File: src/rtl/sub_serial_pkg.sv
// Shared definitions for the bit-serial subtractor: state encoding and counter terminal value.
// Imported by sub_serial and fsub_bit.
package sub_serial_pkg;

    typedef enum logic [1:0] {
        ST_IDLE = 2'd0,
        ST_SUB  = 2'd1,
        ST_DONE = 2'd2
    } state_e;

    localparam int SUB_WIDTH_DEF = 8;
    localparam int SUB_LAST_DEF  = SUB_WIDTH_DEF - 1;

    // Bit index of the final subtract step for a given operand width.
    function automatic int last_count(input int width);
        return width - 1;
    endfunction

endpackage

File: src/rtl/fsub_bit.sv
// One-bit full subtractor: d = a - b - bin, bout set when the column needs to borrow.
// Purely combinational, no latency, no backpressure.
module fsub_bit (
    input  logic a,
    input  logic b,
    input  logic bin,
    output logic d,
    output logic bout
);

    assign d    = a ^ b ^ bin;
    assign bout = (~a & b) | (~a & bin) | (b & bin);

endmodule

File: src/rtl/sub_serial.sv
// Bit-serial unsigned subtractor: latches a/b on a start, emits a-b LSB first into out.
// Latency: done rises WIDTH+1 cycles after start; en is ignored while subtracting, acks in DONE.
module sub_serial
    import sub_serial_pkg::*;
#(
    parameter  int WIDTH = SUB_WIDTH_DEF,
    localparam int CW    = $clog2(WIDTH)
) (
    input  logic             clk,
    input  logic             rst,
    input  logic             en,
    input  logic [WIDTH-1:0] a,
    input  logic [WIDTH-1:0] b,
    output logic [WIDTH-1:0] out,
    output logic             borrow,
    output logic             done
);

    localparam logic [CW-1:0] LAST = CW'(last_count(WIDTH));

    state_e           state_q, state_d;
    logic [WIDTH-1:0] a_q, a_d;
    logic [WIDTH-1:0] b_q, b_d;
    logic [WIDTH-1:0] out_q, out_d;
    logic [CW-1:0]    count_q, count_d;
    logic             borrow_q, borrow_d;
    logic             diff_bit;
    logic             borrow_nxt;

    fsub_bit u_fsub_bit (
        .a    (a_q[0]),
        .b    (b_q[0]),
        .bin  (borrow_q),
        .d    (diff_bit),
        .bout (borrow_nxt)
    );

    always_comb begin
        state_d  = state_q;
        a_d      = a_q;
        b_d      = b_q;
        out_d    = out_q;
        count_d  = count_q;
        borrow_d = borrow_q;
        case (state_q)
            ST_IDLE: begin
                if (en) begin
                    a_d      = a;
                    b_d      = b;
                    out_d    = '0;
                    count_d  = '0;
                    borrow_d = 1'b0;
                    state_d  = ST_SUB;
                end
            end
            ST_SUB: begin
                // Difference bits enter at the MSB so the LSB lands at bit 0 after WIDTH shifts.
                out_d    = {diff_bit, out_q[WIDTH-1:1]};
                borrow_d = borrow_nxt;
                a_d      = a_q >> 1;
                b_d      = b_q >> 1;
                count_d  = count_q + CW'(1);
                if (count_q == LAST) begin
                    state_d = ST_DONE;
                end
            end
            ST_DONE: begin
                if (en) begin
                    state_d = ST_IDLE;
                end
            end
            default: begin
                state_d = ST_IDLE;
            end
        endcase
    end

    always_ff @(posedge clk or posedge rst) begin
        if (rst) begin
            state_q  <= ST_IDLE;
            a_q      <= '0;
            b_q      <= '0;
            out_q    <= '0;
            count_q  <= '0;
            borrow_q <= 1'b0;
        end else begin
            state_q  <= state_d;
            a_q      <= a_d;
            b_q      <= b_d;
            out_q    <= out_d;
            count_q  <= count_d;
            borrow_q <= borrow_d;
        end
    end

    assign out    = out_q;
    assign borrow = borrow_q;
    assign done   = (state_q == ST_DONE);

endmodule

File: config.mk
export PLATFORM = sky130hd
export DESIGN_NAME = sub_serial
export DESIGN_NICKNAME = d
export VERILOG_FILES = /design/src/rtl/sub_serial_pkg.sv /design/src/rtl/fsub_bit.sv /design/src/rtl/sub_serial.sv
export SDC_FILE = /design/constraint.sdc
export NUM_CORES = 1
export LEC_CHECK = 0
export CORE_UTILIZATION = 48
export CTS_CLUSTER_SIZE = 14
export DETAILED_ROUTE_END_ITERATION = 7
export HOLD_SLACK_MARGIN = 0.03
export PLACE_DENSITY = 0.74
export RECOVER_POWER = 50
export SYNTH_ARGS = -nofsm -noshare
export SYNTH_HDL_FRONTEND = slang
export SYNTH_SLANG_ARGS = --single-unit
File: constraint.sdc
create_clock -name clk -period 1.8 [get_ports clk]
set_clock_uncertainty 0.1 [all_clocks]
set_input_delay 0.36 -clock clk [delete_from_list [all_inputs] [get_ports clk]]
set_output_delay 0.36 -clock clk [all_outputs]
set_load 0.02 [all_outputs]
=== Word-level counts from Yosys, hierarchy flattened ===
Index checks and enable logic that the tools add are counted.

* Register bits after elaboration: 30
* Input port bits: 19
* Output and inout port bits: 10
* Word-level logic and storage cells: 39

* $add $sub $neg: 1
* Equal/unequal tests: 6
* Multiplexer cells: 14
* Bitwise operators: 8
* Reductions and logical operators: 4

{| class="wikitable"
|+ Operator list
! cell !! count
|-
| 8-bit case mux with 2 select lines || 3
|-
| 8-bit two-way mux || 3
|-
| 2-bit two-way mux || 3
|-
| 2-bit != test, second input constant || 3
|-
| 2-bit case mux with 3 select lines || 1
|-
| 3-bit case mux with 2 select lines || 1
|-
| 3-bit by 1-bit adder with 3-bit output, second input constant || 1
|-
| 1-bit bitwise AND || 3
|-
| 3-bit == test, second input constant || 1
|-
| 3-bit two-way mux || 1
|-
| 3-bit AND reduction || 1
|-
| 2-bit by 1-bit == test with 1-bit output, second input constant || 1
|-
| 2-bit == test, second input constant || 1
|-
| 2-bit logical NOT || 1
|-
| 1-bit OR || 2
|-
| 1-bit case mux with 2 select lines || 1
|-
| 2-bit AND reduction || 1
|-
| 2-bit nonzero test || 1
|-
| 1-bit bitwise XOR || 2
|-
| 1-bit two-way mux || 1
|-
| 1-bit inverter || 1
|}

=== Logic depth before layout (Yosys ltp) ===
Gate-level depths: netlist (run 1).

* Depth in word-level cells: 5
* Mapped depth: 4

=== By module ===
A second synthesis (run 1) with hierarchy kept.

* Cell total of the unflattened synthesis: 131
* Area, all modules: 1531.5 µm²

{| class="wikitable"
|+ By module, submodules not included
! module !! times used !! cells an instance !! area each (µm²)
|-
| sub_serial || 1 || 128 || 1503.9
|-
| fsub_bit || 1 || 3 || 27.5
|}

=== Worst setup path after synthesis (run 1) ===
Ideal clock, no wire load.

* Kind: reg2out
* Start point: register state_q[1]
* End point: output done
* Arrival: 1.076 ns
* Required time: 1.340 ns
* Setup slack: 0.264 ns
* Cell stages (with the launch flop): 4
* Buffers on the path: 2
* Cells stage by stage: dfrtp_1 buf_6 clkbuf_1 nor2b_1

* Word-level cells in the longest chain between the ends: 1

{| class="wikitable"
|+ Ends and longest elaborated chain
! item !! line !! text
|-
| start: declaration || sub_serial.sv:21 || <nowiki>state_e state_q, state_d;</nowiki>
|-
| start signal: assignment || sub_serial.sv:87 || <nowiki>state_q <= state_d;</nowiki>
|-
| 2-bit == test || sub_serial.sv:98 || <nowiki>assign done = (state_q == ST_DONE);</nowiki>
|-
| end: declaration || sub_serial.sv:16 || <nowiki>output logic done</nowiki>
|}

No other way between the ends.

=== Final worst setup path (run 1) ===
* Start point: register state_q[0]
* End point: register count_q[0]

* Word-level cells in the longest chain between the ends: 3

{| class="wikitable"
|+ Ends and longest elaborated chain
! item !! line !! text
|-
| 2-bit by 1-bit == test with 1-bit output / 2-bit logical NOT (equally long branches) || sub_serial.sv:45 || <nowiki>case (state_q)</nowiki>
|-
| 2-bit nonzero test (no source line) / 2-bit != test (equally long branches) || -- ||
|-
| 2-bit AND reduction (no source line) || -- ||
|-
| end signal: assignment || sub_serial.sv:91 || <nowiki>count_q <= count_d;</nowiki>
|-
| end: declaration || sub_serial.sv:25 || <nowiki>logic [CW-1:0] count_q, count_d;</nowiki>
|}

Parallel ways exist; a longest one is shown, timed or not.
A chain may end at the register's enable or synchronous reset.

==> impl_results.md, run 1 <==
- Leakage power total: 0.8979 nW
- Die outline height: 60.50 um
- Bufs on Longest Clock Path: 2
- Post-layout net count: 179
- Setup violators final: 0
- Detail-routed net length per standard cell: 14.64 um
- Result of the run: completed
- Portion of synthesized cell area occupied by the leading cell type: 45.70%
- Antenna violations before repair: 0
- Number of core rows: 20
- GR Util met3: 5.970%
- Routed vias/inst: 5.559
- DR iter-0 viols: 22
- Max-cap violations: 0
- CTS H-Tree Depth: 2
- Cell variety after synth: 26
- Cell-by-cell trace of the critical path: buf_4 > o21bai_4 > mux2_2
- Count of port buffers added during placement: 28
- Critical Path RT: 1980 ps
- Ant diodes: 0
- F_max: 589.7 MHz
- Cell area after synthesis: 1643 um^2
- Die Outline Area: 3660 um^2
- Top-Level Pins: 29
- Post-detailed-placement half-perimeter wirelength: 2006 um
- Worst-Margin Slew: 812.0 ps
- Clock latency at the later pin of the worst-skew pair: 330 ps
- Pin count of the biggest net entering global routing: 31
- CTS tree: yes
- Initial standard-cell utilization of the core: 52.10%
- Number of buffers added by the clock tree synthesis step: 5
- CTS sink cnt: 30
- Final ANT Viol Nets: 0
- RSZ-0062 raised after global routing: false
- Cell Area, Placed: 1937 um^2
- Hold Vio Cnt, Final: 0
- Met1 Use GR: 22.63%
- CP startpoint kind: flip-flop
- Critical path endpoint category: flip-flop
- Maximum fanout count along the critical path: 27
- Final period utilization: 94.21%
- Most common library cell in the layout ignoring fill and taps: sky130_fd_sc_hd__dfrtp_1
- Worst slack at placement: -167.4 ps
- Detailed-routing iteration count for the pre-antenna-repair pass: 4
- Horizontal extent of the die: 60.50 um
- Main area contributors after synthesis: sky130_fd_sc_hd__dfrtp_1 46%, sky130_fd_sc_hd__nor4b_2 12%, sky130_fd_sc_hd__a211oi_2 9.9%, sky130_fd_sc_hd__a22o_1 6.4%, sky130_fd_sc_hd__nor3b_1 5.9%
- Core outline area: 3153 um^2
- Layer with the highest usage: met2
- Number of warnings reported in the yosys synthesis log: 0
- Endpoint arrival time on the critical path: 1870 ps
- Overall global routing resource usage: 19.13%
- Power per standard cell area: 1535 nW/um^2
- Total detailed-routing wirelength: 2958 um
- Normalized max-slew margin: 45.72%
- Wire length of the first global-routing pass: 5037 um
- Pins Over Slew Limit: 0
- Crit path kind: flip-flop to flip-flop
- Vias in the first global route: 1108
- Number of register bits inferred by synthesis: 30
- Fraction of layout cells with a size suffix above 1: 27.22%
- Worst IR drop on VDD: 602.0 uV
- Area Overhead vs Synth: 20.64%
- Worst path slowest cell: sky130_fd_sc_hd__o21bai_4
- Kind of cell with the highest combined delay on the critical path: compound AO/OA/AOI/OAI gates
- Number of vias after detailed routing: 1123
- Top library cells by usage in the layout, fill and taps aside: 30 x sky130_fd_sc_hd__dfrtp_1, 17 x sky130_fd_sc_hd__inv_1, 17 x sky130_fd_sc_hd__clkdlybuf4s50_1
- Hold_buf cts: 0
- Buffers plus inverters on the worst setup path: 1
- Fin area: 1982 um^2
- Post-route setup slack: 104.2 ps
- Buffer cell driving the clock tree root: sky130_fd_sc_hd__clkbuf_4
- Clock Pin Slew Worst Setup and Hold Paths: 90 ps
- Net count after synthesis: 151
- Synthesized area divided by synthesized cell count: 12.74 um^2
- DRC violation count after routing: 0
- Final min period: 1696 ps
- Overall overflow remaining after global route: 0
- Number of cells produced by synthesis: 129
- Layout fillers: 297
- GR Util met2: 31.55%
- Path type of the worst min-delay path: flip-flop to flip-flop
- Overall power of the completed layout: 3.042 mW
- Cell accounting for the most synthesized area: sky130_fd_sc_hd__dfrtp_1
- Sequential element share of the synthesized area: 45.70%
- Routability cong.: 0.6959
- Critical Path Max Stage Delay: 660 ps
==> where the power goes <==
part | switching [mW] | leakage, nW | total [mW] | internal [mW]
Sequential | 0.188 | 0.366 | 1.17 | 0.980
Clock | 0.231 | 0.0353 | 0.420 | 0.189
Combinational | 0.782 | 0.496 | 1.45 | 0.672
Total | 1.20 | 0.898 | 3.04 | 1.84
==> cell usage after synthesis <==
cell and number:
sky130_fd_sc_hd__a211oi_2 13, sky130_fd_sc_hd__a21o_1 1, sky130_fd_sc_hd__o311ai_1 1, sky130_fd_sc_hd__mux2_2 1
sky130_fd_sc_hd__nor2b_4 1, sky130_fd_sc_hd__nor2_1 1, sky130_fd_sc_hd__nor3b_1 13, sky130_fd_sc_hd__buf_6 3
sky130_fd_sc_hd__dfrtp_1 30, sky130_fd_sc_hd__buf_2 6, sky130_fd_sc_hd__buf_4 2, sky130_fd_sc_hd__nor4bb_1 1
sky130_fd_sc_hd__a22o_1 12, sky130_fd_sc_hd__nor4b_2 13, sky130_fd_sc_hd__fa_1 1, sky130_fd_sc_hd__clkbuf_1 2
sky130_fd_sc_hd__a221oi_2 1, sky130_fd_sc_hd__inv_1 17, sky130_fd_sc_hd__nand2b_1 2, sky130_fd_sc_hd__o21bai_4 1
sky130_fd_sc_hd__ha_1 2, sky130_fd_sc_hd__nand4bb_1 1, sky130_fd_sc_hd__a21oi_1 1, sky130_fd_sc_hd__nand2_1 1
sky130_fd_sc_hd__nor4b_1 1, sky130_fd_sc_hd__nor2b_1 1
==> state kept, by name, summed over array words and instances (netlist names) <==
name and flops:
borrow 1, b_q 8, state_q 2, a_q 8, out 8, count_q 3
==> worst paths after layout <==
check                                  startpoint                endpoint  slack [ps]  cells past startpoint
max in group asynchronous                     rst      b_q[4]$_DFFE_PP0P_         580                      3
min in group asynchronous                     rst      a_q[6]$_DFFE_PP0P_         550                      3
max reg2reg                state_q[0]$_DFFE_PP0P_  count_q[0]$_DFFE_PP0P_         100                      3
max                        state_q[0]$_DFFE_PP0P_  count_q[0]$_DFFE_PP0P_         100                      3
min                            a_q[7]$_DFFE_PP0P_      a_q[7]$_DFFE_PP0P_         390                      1
min reg2reg                    a_q[7]$_DFFE_PP0P_      a_q[7]$_DFFE_PP0P_         390                      1
==> per-stage QoR <==
stage	utilization (%)	instances	setup TNS, ps	hold WS [ps]
after floorplan	-	129	0	350.8
after global placement	61.43	194	-2404	362.6
after detailed placement	61.43	194	-3566	369.9
after CTS	63.06	202	0	291.6
after global routing	62.86	202	0	396.8
final	62.86	202	0	385.3
==> logic make-up (layout without fill, tap and decap cells) <==
kind of cell / Yosys count / count (layout) / synth area share [%]
AO/OA/AOI/OAI: 30 / 30 / 19.65
buffers and inverters: 30 / 59 / 9.139
multiplexers: 1 / 1 / 0.6854
flip-flops: 30 / 30 / 45.70
AND/OR/NAND/NOR: 35 / 35 / 22.09
adder cells (fa/ha/maj): 3 / 3 / 2.742
==> worst register-to-register path, stage by stage (launching register included) <==
cell and delay (ps):
sky130_fd_sc_hd__dfrtp_1 410, sky130_fd_sc_hd__buf_4 180, sky130_fd_sc_hd__o21bai_4 660, sky130_fd_sc_hd__mux2_2 290
==> area by class of cell <==
type | count | area [um^2] | share of cell area (%)
clock buffers | 7 | 55.05 | 2.778
well taps | 44 | 55.05 | 2.778
inverters | 17 | 63.81 | 3.220
clock inverters | 1 | 5.005 | 0.2525
flip-flops and latches | 30 | 750.7 | 37.88
repair buffers | 34 | 310.3 | 15.66
multi-input cells | 69 | 742.0 | 37.44
==> timing repair <==
item	in CTS	in global routing
gates resized for setup	7	3
endpoints found under the setup margin	7	3
gates cloned	0	0
buffers inserted	0	0
==> metal layers <==
layer,part of all wire [%],wire [um]
met4,1.9,55
met1,43,1277
met2,50,1492
met3,4.5,132
met5,0,0
Note: power is estimated with default switching activity, not from simulation.
==> inputs of run 2 (changes only) <==
- CTS_BUF_LIST: unset -> sky130_fd_sc_hd__clkbuf_16
==> run 2 against run 1 <==
  * Worst hold slack got worse by 10 ps
  * Non-clock buffer count did not move
  * Global-route usage rose by 0.71 points
  * Flip-flop and latch count unchanged
  * Combinational power up 5%
  * Critical path depth down 2
  * Fmax fell by 2.7%
  * Clock-buffer cell count shrank 2
  * Largest power group unchanged
  * Highest routed layer unchanged
==> impl_results.md, run 2 (same netlist as run 1, synthesis figures left out) <==
- Result of the run: completed (unchanged)
- Kind of cell with the highest combined delay on the critical path: buffers and inverters (was compound AO/OA/AOI/OAI gates)
- Max-cap violations: 0 (unchanged)
- Power share of the clock group: 22.2% (was 13.8%)
- Hold_buf cts: 0 (unchanged)
- Critical Path RT: 1340 ps (was 1980 ps)
- Leakage power total: 0.8821 nW (was 0.8979 nW)
- End point of the most critical hold path: a_q[7]$_DFFE_PP0P_ (unchanged)
- Initial standard-cell utilization of the core: 52.10% (unchanged)
- Worst path slowest cell: sky130_fd_sc_hd__clkdlybuf4s50_1 (was sky130_fd_sc_hd__o21bai_4)
- Dpl cells: 194 (unchanged)
- F_max: 573.5 MHz (was 589.7 MHz)
- Worst slack at placement: -167.4 ps (unchanged)
- Top-Level Pins: 29 (unchanged)
- Total detailed-routing wirelength: 3006 um (was 2958 um)
- Post-route setup slack: 56.33 ps (was 104.2 ps)
- Worst r2r path cells: 3 (unchanged)
- Hold Path Stages: 1 (unchanged)
- Routed vias/inst: 5.495 (was 5.559)
- Pins Over Slew Limit: 0 (unchanged)
- Post-detailed-placement half-perimeter wirelength: 2006 um (unchanged)
- Final period utilization: 96.87% (was 94.21%)
- Most common library cell in the layout ignoring fill and taps: sky130_fd_sc_hd__dfrtp_1 (unchanged)
- DR iter-0 viols: 40 (was 22)
- CTS sink cnt: 30 (unchanged)
- Cell Area, Placed: 1937 um^2 (unchanged)
- Worst Hold Slack: 374.8 ps (was 385.3 ps)
- Wire length of the first global-routing pass: 5209 um (was 5037 um)
- Power per standard cell area: 1676 nW/um^2 (was 1535 nW/um^2)
- Critical Path Max Stage Delay: 620 ps (was 660 ps)
- Number of vias after detailed routing: 1110 (was 1123)
- Layout Cells excl Fill: 202 (unchanged)
- Routability cong.: 0.6959 (unchanged)
- Clock latency at the later pin of the worst-skew pair: 270 ps (was 330 ps)
- Vias in the first global route: 1146 (was 1108)
- Switching fraction of total power: 36.30% (was 39.49%)
- Area Overhead vs Synth: 25.51% (was 20.64%)
- Buffer cell driving the clock tree root: sky130_fd_sc_hd__clkbuf_16 (was sky130_fd_sc_hd__clkbuf_4)
- Final min period: 1744 ps (was 1696 ps)
- Setup violators final: 0 (unchanged)
- Pin count of the biggest net entering global routing: 31 (unchanged)
- Normalized max-slew margin: 44.82% (was 45.72%)
- CTS tree: yes (unchanged)
- Maximum fanout count along the critical path: 3 (was 27)
- Die outline height: 60.50 um (unchanged)
- Fraction of layout cells with a size suffix above 1: 26.58% (was 27.22%)
- Horizontal extent of the die: 60.50 um (unchanged)
- Number of post-CTS setup repair buffers: 0 (unchanged)
- Overall global routing resource usage: 19.84% (was 19.13%)
- Antenna violations before repair: 0 (unchanged)
- Detailed-routing iteration count for the pre-antenna-repair pass: 4 (unchanged)
- CP startpoint kind: flip-flop (unchanged)
- Number of buffers added by the clock tree synthesis step: 5 (unchanged)
- Internal reg-to-reg setup slack: 100 ps (about the same)
- Fin area: 2062 um^2 (was 1982 um^2)
- Reg2Reg Capture Point: count_q[0]$_DFFE_PP0P_ (unchanged)
- Start point of the worst hold path: a_q[7]$_DFFE_PP0P_ (unchanged)
- Combinational cell fraction of total power: 43.8% (was 47.8%)
- Cell-by-cell trace of the critical path: clkdlybuf4s50_1 (was buf_4 > o21bai_4 > mux2_2)
- Setup Total Neg Slack: 0 ps (unchanged)
- Layout fillers: 282 (was 297)
- Internal portion of total power: 2.202 mW (was 1.841 mW)
- CTS H-Tree Depth: 2 (unchanged)
- Overall overflow remaining after global route: 0 (unchanged)
- Top library cells by usage in the layout, fill and taps aside: 30 x sky130_fd_sc_hd__dfrtp_1, 25 x sky130_fd_sc_hd__clkdlybuf4s50_1, 18 x sky130_fd_sc_hd__inv_1 (was 30 x sky130_fd_sc_hd__dfrtp_1, 17 x sky130_fd_sc_hd__inv_1, 17 x sky130_fd_sc_hd__clkdlybuf4s50_1)
- Worst-Margin Slew: 825.4 ps (was 812.0 ps)
- Detail-routed net length per standard cell: 14.88 um (was 14.64 um)
- Area occupied by multi-input gates: 742.0 um^2 (unchanged)
- Post-layout net count: 179 (unchanged)
- Clock Pin Slew Worst Setup and Hold Paths: 50 ps (was 90 ps)
- Die Outline Area: 3660 um^2 (unchanged)
- Worst IR drop on VDD: 775.8 uV (was 602.0 uV)
- Count of port buffers added during placement: 28 (unchanged)
- Buffers plus inverters on the worst setup path: 1 (unchanged)
- Hold Vio Cnt, Final: 0 (unchanged)
- FF+latch area: 750.7 um^2 (unchanged)
- Reported net switching power: 1.255 mW (was 1.201 mW)
- Bufs on Longest Clock Path: 2 (unchanged)
- DRC violation count after routing: 0 (unchanged)
- Crit path kind: flip-flop to output pin (was flip-flop to flip-flop)
- Endpoint arrival time on the critical path: 1280 ps (was 1870 ps)
- Ant diodes: 0 (unchanged)
- R2R Path Start: state_q[0]$_DFFE_PP0P_ (unchanged)
- Final ANT Viol Nets: 0 (unchanged)
- Portion of total power attributed to sequential cells: 34.0% (was 38.4%)
- Path type of the worst min-delay path: flip-flop to flip-flop (unchanged)
- Core outline area: 3153 um^2 (unchanged)
- Number of core rows: 20 (unchanged)
- Critical path endpoint category: output pin (was flip-flop)
- RSZ-0062 raised after global routing: false (unchanged)
run 2: cell count changes in the layout (fill, tap and decap cells not counted):
| cell | change |
|---|---|
| sky130_fd_sc_hd__clkdlybuf4s50_1 | +8 |
| sky130_fd_sc_hd__clkbuf_1 | -1 |
| sky130_fd_sc_hd__clkbuf_4 | -5 |
| sky130_fd_sc_hd__clkinv_1 | +1 |
| sky130_fd_sc_hd__inv_1 | +1 |
| sky130_fd_sc_hd__dlymetal6s2s_1 | -2 |
| sky130_fd_sc_hd__clkbuf_16 | +5 |
| sky130_fd_sc_hd__clkbuf_8 | -1 |
| sky130_fd_sc_hd__dlygate4sd2_1 | -6 |
run 2: through the flow:
step / total power [mW] / utilization, %
3_5_place_dp: 2.718 / 61.43
2_1_floorplan: 2.334 / -
5_1_grt: 3.705 / 65.40
4_1_cts: 3.514 / 65.75
6_report: 3.457 / 65.40
3_3_place_gp: 2.638 / 61.43
run 2: worst max path at each step:
stage                                       from                endpoint  cells past startpoint
final                         out[5]$_DFFE_PP0P_                  out[5]                      1
after global routing      state_q[0]$_DFFE_PP0P_  count_q[0]$_DFFE_PP0P_                      3
after CTS                     borrow$_DFFE_PP0P_                  borrow                      1
after detailed placement                      en  count_q[0]$_DFFE_PP0P_                      3
after global placement                        en  count_q[0]$_DFFE_PP0P_                      3
after floorplan           state_q[1]$_DFFE_PP0P_                    done                      3
run 2: final cells by class:
| class | count | area share (%) |
|---|---|---|
| sequential | 30 | 36.41 |
| timing repair buffer | 34 | 15.17 |
| tap | 44 | 2.670 |
| inverter | 17 | 3.095 |
| clock inverter | 3 | 0.6068 |
| clock buffer | 5 | 6.068 |
| multi-input combinational | 69 | 35.98 |
run 2: power groups by stage:
stage / logic, mW / registers (mW) / clock network, mW
4_1_cts: 1.55 / 1.18 / 0.789
5_1_grt: 1.67 / 1.22 / 0.823
3_5_place_dp: 1.53 / 1.18 / 0
6_report: 1.52 / 1.17 / 0.767
2_1_floorplan: 1.10 / 1.24 / 0
3_3_place_gp: 1.47 / 1.17 / 0
run 2: what timing repair did:
action,CTS,global route
setup endpoints to repair,1,1
gates resized for setup,1,1
hold endpoints to repair,0,0
run 2: layer usage:
| metal | up-vias | GRT usage (%) | part of all wire, % |
|---|---|---|---|
| met5 | - | 0 | 0 |
| met4 | 0 | 10.39 | 2.3 |
| met3 | 7 | 5.330 | 3.6 |
| met2 | 24 | 33.91 | 51 |
| met1 | 551 | 22.75 | 43 |
| li1 | 528 | - | - |
